$ cat config.mk
export PLATFORM = sky130hd
export DESIGN_NAME = ex_mem_skid
export DESIGN_NICKNAME = d
export VERILOG_FILES = /design/src/rtl/ex_mem_skid.sv
export SDC_FILE = /design/constraint.sdc
export NUM_CORES = 1
export LEC_CHECK = 0
export ABC_AREA = 1
export BUFFER_PORTS_ARGS = -buffer_cell sky130_fd_sc_hd__buf_2
export CORE_MARGIN = 1
export CORE_UTILIZATION = 59
export CTS_CLUSTER_SIZE = 40
export DETAILED_ROUTE_END_ITERATION = 10
export PLACE_DENSITY = 0.91
export SYNTH_ARGS = -nofsm -noshare
export SYNTH_HDL_FRONTEND = slang
export SYNTH_SLANG_ARGS = --single-unit
$ cat constraint.sdc
create_clock -name clk -period 3.7 [get_ports clk]
set_input_delay 0.74 -clock clk [delete_from_list [all_inputs] [get_ports clk]]
set_output_delay 0.74 -clock clk [all_outputs]
set_load 0.01 [all_outputs]
$ cat src/rtl/ex_mem_skid.sv
// ex_mem_skid: two-entry EX->MEM pipeline register with skid buffer.
// The main entry drives the mem_* outputs; the skid entry catches one extra
// upstream entry so that ex_ready is a plain register and never depends
// combinationally on mem_ready.
module ex_mem_skid #(
   parameter int ADDR_W           = 32,
   parameter int DATA_W           = 32,
   parameter int RADDR_W          = 5,
   parameter int ZERO_RD_SUPPRESS = 1
) (
   input  logic               clk,
   input  logic               rst,
   input  logic               rdy,
   input  logic               flush,
   input  logic               ex_valid,
   output logic               ex_ready,
   input  logic [ADDR_W-1:0]  ex_pc,
   input  logic [DATA_W-1:0]  ex_vd,
   input  logic [RADDR_W-1:0] ex_rd,
   input  logic               ex_rd_enable,
   output logic               mem_valid,
   input  logic               mem_ready,
   output logic [ADDR_W-1:0]  mem_pc,
   output logic [DATA_W-1:0]  mem_vd,
   output logic [RADDR_W-1:0] mem_rd,
   output logic               mem_rd_enable,
   output logic [1:0]         count
);

   logic               main_valid, skid_valid;
   logic [ADDR_W-1:0]  main_pc, skid_pc;
   logic [DATA_W-1:0]  main_vd, skid_vd;
   logic [RADDR_W-1:0] main_rd, skid_rd;
   logic               main_en, skid_en;

   logic               main_valid_n, skid_valid_n;
   logic [ADDR_W-1:0]  main_pc_n, skid_pc_n;
   logic [DATA_W-1:0]  main_vd_n, skid_vd_n;
   logic [RADDR_W-1:0] main_rd_n, skid_rd_n;
   logic               main_en_n, skid_en_n;
   logic [1:0]         count_n;

   logic               acc, rel, cap_en;

   assign ex_ready  = ~skid_valid;
   assign mem_valid = main_valid;
   assign acc       = ex_valid & ~skid_valid & rdy;
   assign rel       = main_valid & mem_ready & rdy;
   assign cap_en    = ex_rd_enable & ~((ZERO_RD_SUPPRESS != 0) && (ex_rd == '0));

   // Next-state selection for the main/skid entries and the occupancy count.
   always_comb begin
      main_valid_n = main_valid;
      main_pc_n    = main_pc;
      main_vd_n    = main_vd;
      main_rd_n    = main_rd;
      main_en_n    = main_en;
      skid_valid_n = skid_valid;
      skid_pc_n    = skid_pc;
      skid_vd_n    = skid_vd;
      skid_rd_n    = skid_rd;
      skid_en_n    = skid_en;
      if (flush) begin
         main_valid_n = 1'b0;
         skid_valid_n = 1'b0;
      end else if (rdy) begin
         if (rel && skid_valid) begin
            // Skid full means ex_ready is low, so no accept can coincide.
            main_valid_n = 1'b1;
            main_pc_n    = skid_pc;
            main_vd_n    = skid_vd;
            main_rd_n    = skid_rd;
            main_en_n    = skid_en;
            skid_valid_n = 1'b0;
         end else begin
            if (rel) main_valid_n = 1'b0;
            if (acc) begin
               if (main_valid && !rel) begin
                  skid_valid_n = 1'b1;
                  skid_pc_n    = ex_pc;
                  skid_vd_n    = ex_vd;
                  skid_rd_n    = ex_rd;
                  skid_en_n    = cap_en;
               end else begin
                  main_valid_n = 1'b1;
                  main_pc_n    = ex_pc;
                  main_vd_n    = ex_vd;
                  main_rd_n    = ex_rd;
                  main_en_n    = cap_en;
               end
            end
         end
      end
      count_n = {1'b0, main_valid_n} + {1'b0, skid_valid_n};
   end

   // State registers with synchronous active-low reset.
   always_ff @(posedge clk) begin
      if (!rst) begin
         main_valid <= 1'b0;
         main_pc    <= '0;
         main_vd    <= '0;
         main_rd    <= '0;
         main_en    <= 1'b0;
         skid_valid <= 1'b0;
         skid_pc    <= '0;
         skid_vd    <= '0;
         skid_rd    <= '0;
         skid_en    <= 1'b0;
         count      <= '0;
      end else begin
         main_valid <= main_valid_n;
         main_pc    <= main_pc_n;
         main_vd    <= main_vd_n;
         main_rd    <= main_rd_n;
         main_en    <= main_en_n;
         skid_valid <= skid_valid_n;
         skid_pc    <= skid_pc_n;
         skid_vd    <= skid_vd_n;
         skid_rd    <= skid_rd_n;
         skid_en    <= skid_en_n;
         count      <= count_n;
      end
   end

   // Head payload is forced to zero whenever no entry is presented.
   always_comb begin
      mem_pc        = '0;
      mem_vd        = '0;
      mem_rd        = '0;
      mem_rd_enable = 1'b0;
      if (main_valid) begin
         mem_pc        = main_pc;
         mem_vd        = main_vd;
         mem_rd        = main_rd;
         mem_rd_enable = main_en;
      end
   end

endmodule
==> results.json <==
{
  "fp.dieArea_mm2": 0.0121,
  "power_mw": 3.63,
  "worstPathArrival_ns": 1.98,
  "synth_cell_types": 20,
  "drive_gt1_share_pct": 15.4,
  "p_comb_share_pct": 7.7,
  "routed_wl_um": 16600,
  "setup-violations-final": 0,
  "postCtsHoldBufs": 0,
  "wl_per_cell_um": 11.7,
  "crit_type": "flop to output pin",
  "slew_headroom_pct": 45.0,
  "p_seq_share_pct": 44.8,
  "place_congestion": 0.782,
  "postCtsSetupBuffers": 0,
  "ant_nets": 0,
  "fin_crit_sh_pct": 73.4,
  "fin_area_mm2": 0.00820,
  "async_flop_share_pct": 0,
  "fill_cells": 912,
  "cp.required_ns": 2.96,
  "clkSinkCount": 144,
  "dp_hpwl_um": 9890,
  "drtPass1Iterations": 4,
  "grt_max_degree": 86,
  "synth_top_family_by_area": "simple AND/OR/NAND/NOR gates",
  "synth.most_common_cell": "nand2_1",
  "peakVddDrop_v": 0.000244,
  "synth-edff-count": 0,
  "switching_share_pct": 23.8,
  "cts_made_buffers": 17,
  "antenna_found_initial": 1,
  "io_buffers": 149,
  "muxShareOfSynthArea_pct": 0,
  "maxCapViolations": 0,
  "grt_pass1_vias": 5905,
  "clock-root-buffer": "clkbuf_16",
  "clk_latency_ns": 0.42,
  "slew_violations": 0,
  "overflow": 0,
  "synth.top_cell.area_share_pct": 42.0,
  "yosys.area_share.simple_pct": 39.8,
  "htree_levels": 4,
  "start_util_pct": 60.4,
  "multi_input_area_mm2": 0.00313,
  "synth_fa_ha_area_share_pct": 0.182,
  "io_pins": 150,
  "worstMarginPinSlew_ns": 0.825,
  "route.detailed.drc": 0,
  "path_clk_slew_ns": 0.06,
  "ys_top_cells_by_count": "nand2_1 (424), nor2_1 (285), inv_1 (149)",
  "rsz0062_at_grt": "no",
  "ys.flop_type": "dfxtp_1",
  "synth_fp_nets": 1233,
  "outcome": "complete, no violations",
  "setup_tns_ns": 0,
  "finalNonFillerCells": 1424,
  "crit_path_start_kind": "flop",
  "syn-instance-count": 1156,
  "syn_to_final_growth_pct": 19.4,
  "yosysTopAreaCell": "dfxtp_1",
  "p_leak_nw": 4.83,
  "dp.cells": 1390,
  "synth_seq_area_share_pct": 42.0,
  "netlist_area_mm2": 0.00687,
  "path_max_fanout": 55,
  "avgSynthCellArea_um2": 5.94,
  "num-nets-final": 1343,
  "clock_power_share_pct": 47.5,
  "drt_iter0_drc": 450,
  "cts.path.max_buffers": 2,
  "track_usage_pct": 27.8,
  "grt_pass1_wl_um": 26200,
  "synth_seq_cells": 144,
  "die_y_um": 110,
  "hp-class": "flop to flop",
  "synth_compound_area_share_pct": 5.37,
  "cts_tree": "done",
  "ys_warn_count": 0,
  "synth-xor-area-share_pct": 0,
  "intPower_mw": 2.76,
  "routed_via_density": 4.86,
  "cts-resized-gates": 0,
  "placed_cell_area_mm2": 0.00760,
  "placementRows": 39,
  "whs_ns": 0.482,
  "num_vias": 6923,
  "power_density_mw_per_mm2": 442,
  "finalWorstPathRequiredPeriod_ns": 2.72,
  "final.setup_skew_ns": 0.00590,
  "die_w_um": 110,
  "register_area_mm2": 0.00288,
  "crit_path_end_kind": "output pin",
  "hold_viol_final": 0,
  "switching_power_uw": 865,
  "synth_area_leaders": "dfxtp_1 (42%), nand2_1 (23%), nor2_1 (16%), inv_1 (8.1%), o21ai_0 (5.2%)",
  "core-area_mm2": 0.0114,
  "fmaxAchievable_ghz": 0.368
}
[cells in the final DEF (no fill, tap or decap)]
cell type / Yosys / layout
dfxtp_2: 0 / 1
nand3_2: 1 / 1
clkinv_4: 0 / 2
nand3_1: 3 / 3
nor2_1: 285 / 285
nand2_1: 424 / 424
a21oi_1: 1 / 1
nand2_2: 2 / 1
clkbuf_16: 0 / 17
ha_1: 1 / 1
o21ai_0: 71 / 71
bufinv_16: 0 / 3
inv_2: 3 / 3
nor4_1: 1 / 1
clkinvlp_4: 0 / 7
nand3b_1: 1 / 1
buf_4: 2 / 8
clkbuf_1: 35 / 2
a21oi_2: 1 / 1
nand2_4: 0 / 1
diode_2: 0 / 2
nand4_4: 0 / 1
dfxtp_1: 144 / 143
buf_2: 29 / 148
clkinv_2: 0 / 1
inv_1: 149 / 149
nor3_1: 1 / 1
buf_12: 0 / 2
[power groups by stage]
stage | sequential (mW) | combinational (mW) | clock, mW
finish | 1.63 | 0.279 | 1.72
CTS | 1.63 | 0.277 | 1.73
detailed placement | 1.66 | 0.271 | 0
floorplan | 1.65 | 0.187 | 0
global placement | 1.66 | 0.264 | 0
global route | 1.63 | 0.319 | 1.81
[registers in the layout, summed over array words and instances (netlist names)]
register and count:
count 2, main_en 1, main_pc 32, main_rd 5, main_vd 32, mem_valid 1
skid_en 1, skid_pc 32, skid_rd 5, skid_valid 1, skid_vd 32
[logic make-up (layout without fill, tap and decap cells)]
| logic type | count (synthesis) | after routing |
|---|---|---|
| other | 0 | 2 |
| and+or+nand+nor | 719 | 719 |
| DFF | 144 | 144 |
| adders and majority gates | 1 | 1 |
| buffers and inverters | 219 | 342 |
| AOI/OAI and AO/OA | 73 | 73 |
[per-layer routing]
| layer | vias to the layer above | GRT usage (%) | wire (µm) |
|---|---|---|---|
| met5 | - | 0 | 0 |
| met4 | 0 | 13.0 | 473 |
| met3 | 45 | 6.22 | 914 |
| met2 | 211 | 46.7 | 8020 |
| met1 | 3088 | 33.8 | 7230 |
| li1 | 3579 | - | - |
[per-stage QoR]
stage | utilization (%) | worst slack, ns
2_1_floorplan | - | 2.00
3_5_place_dp | 66.8 | 1.13
6_report | 72.1 | 0.982
4_1_cts | 72.1 | 0.967
3_3_place_gp | 66.8 | 1.16
5_1_grt | 72.1 | 0.837
[area by class of cell]
cell class / instances / share of cell area, %
Multi-Input combinational cell: 793 / 38.1
Sequential cell: 144 / 35.2
Timing Repair Buffer: 158 / 10.3
Inverter: 152 / 6.96
Clock buffer: 19 / 5.28
Tap cell: 143 / 2.18
Clock inverter: 13 / 2.01
Antenna cell: 2 / 0.0610
[final timing paths]
check                           start                       end  cells after the start  slack, ns
max reg2reg      mem_valid$_SDFF_PN0_  main_vd[19]$_SDFFE_PN0P_                      7       1.32
min          skid_pc[31]$_SDFFE_PN0P_  skid_pc[31]$_SDFFE_PN0P_                      2       0.48
max              mem_valid$_SDFF_PN0_                 mem_vd[0]                      4       0.98
min reg2reg  skid_pc[31]$_SDFFE_PN0P_  skid_pc[31]$_SDFFE_PN0P_                      2       0.48
[critical path, cell delays in order (launching register included)]
cell,delay (ns)
dfxtp_2,0.58
buf_4,0.59
nand2_1,0.18
inv_1,0.08
buf_2,0.12
Note: power is estimated with default switching activity, not from simulation.
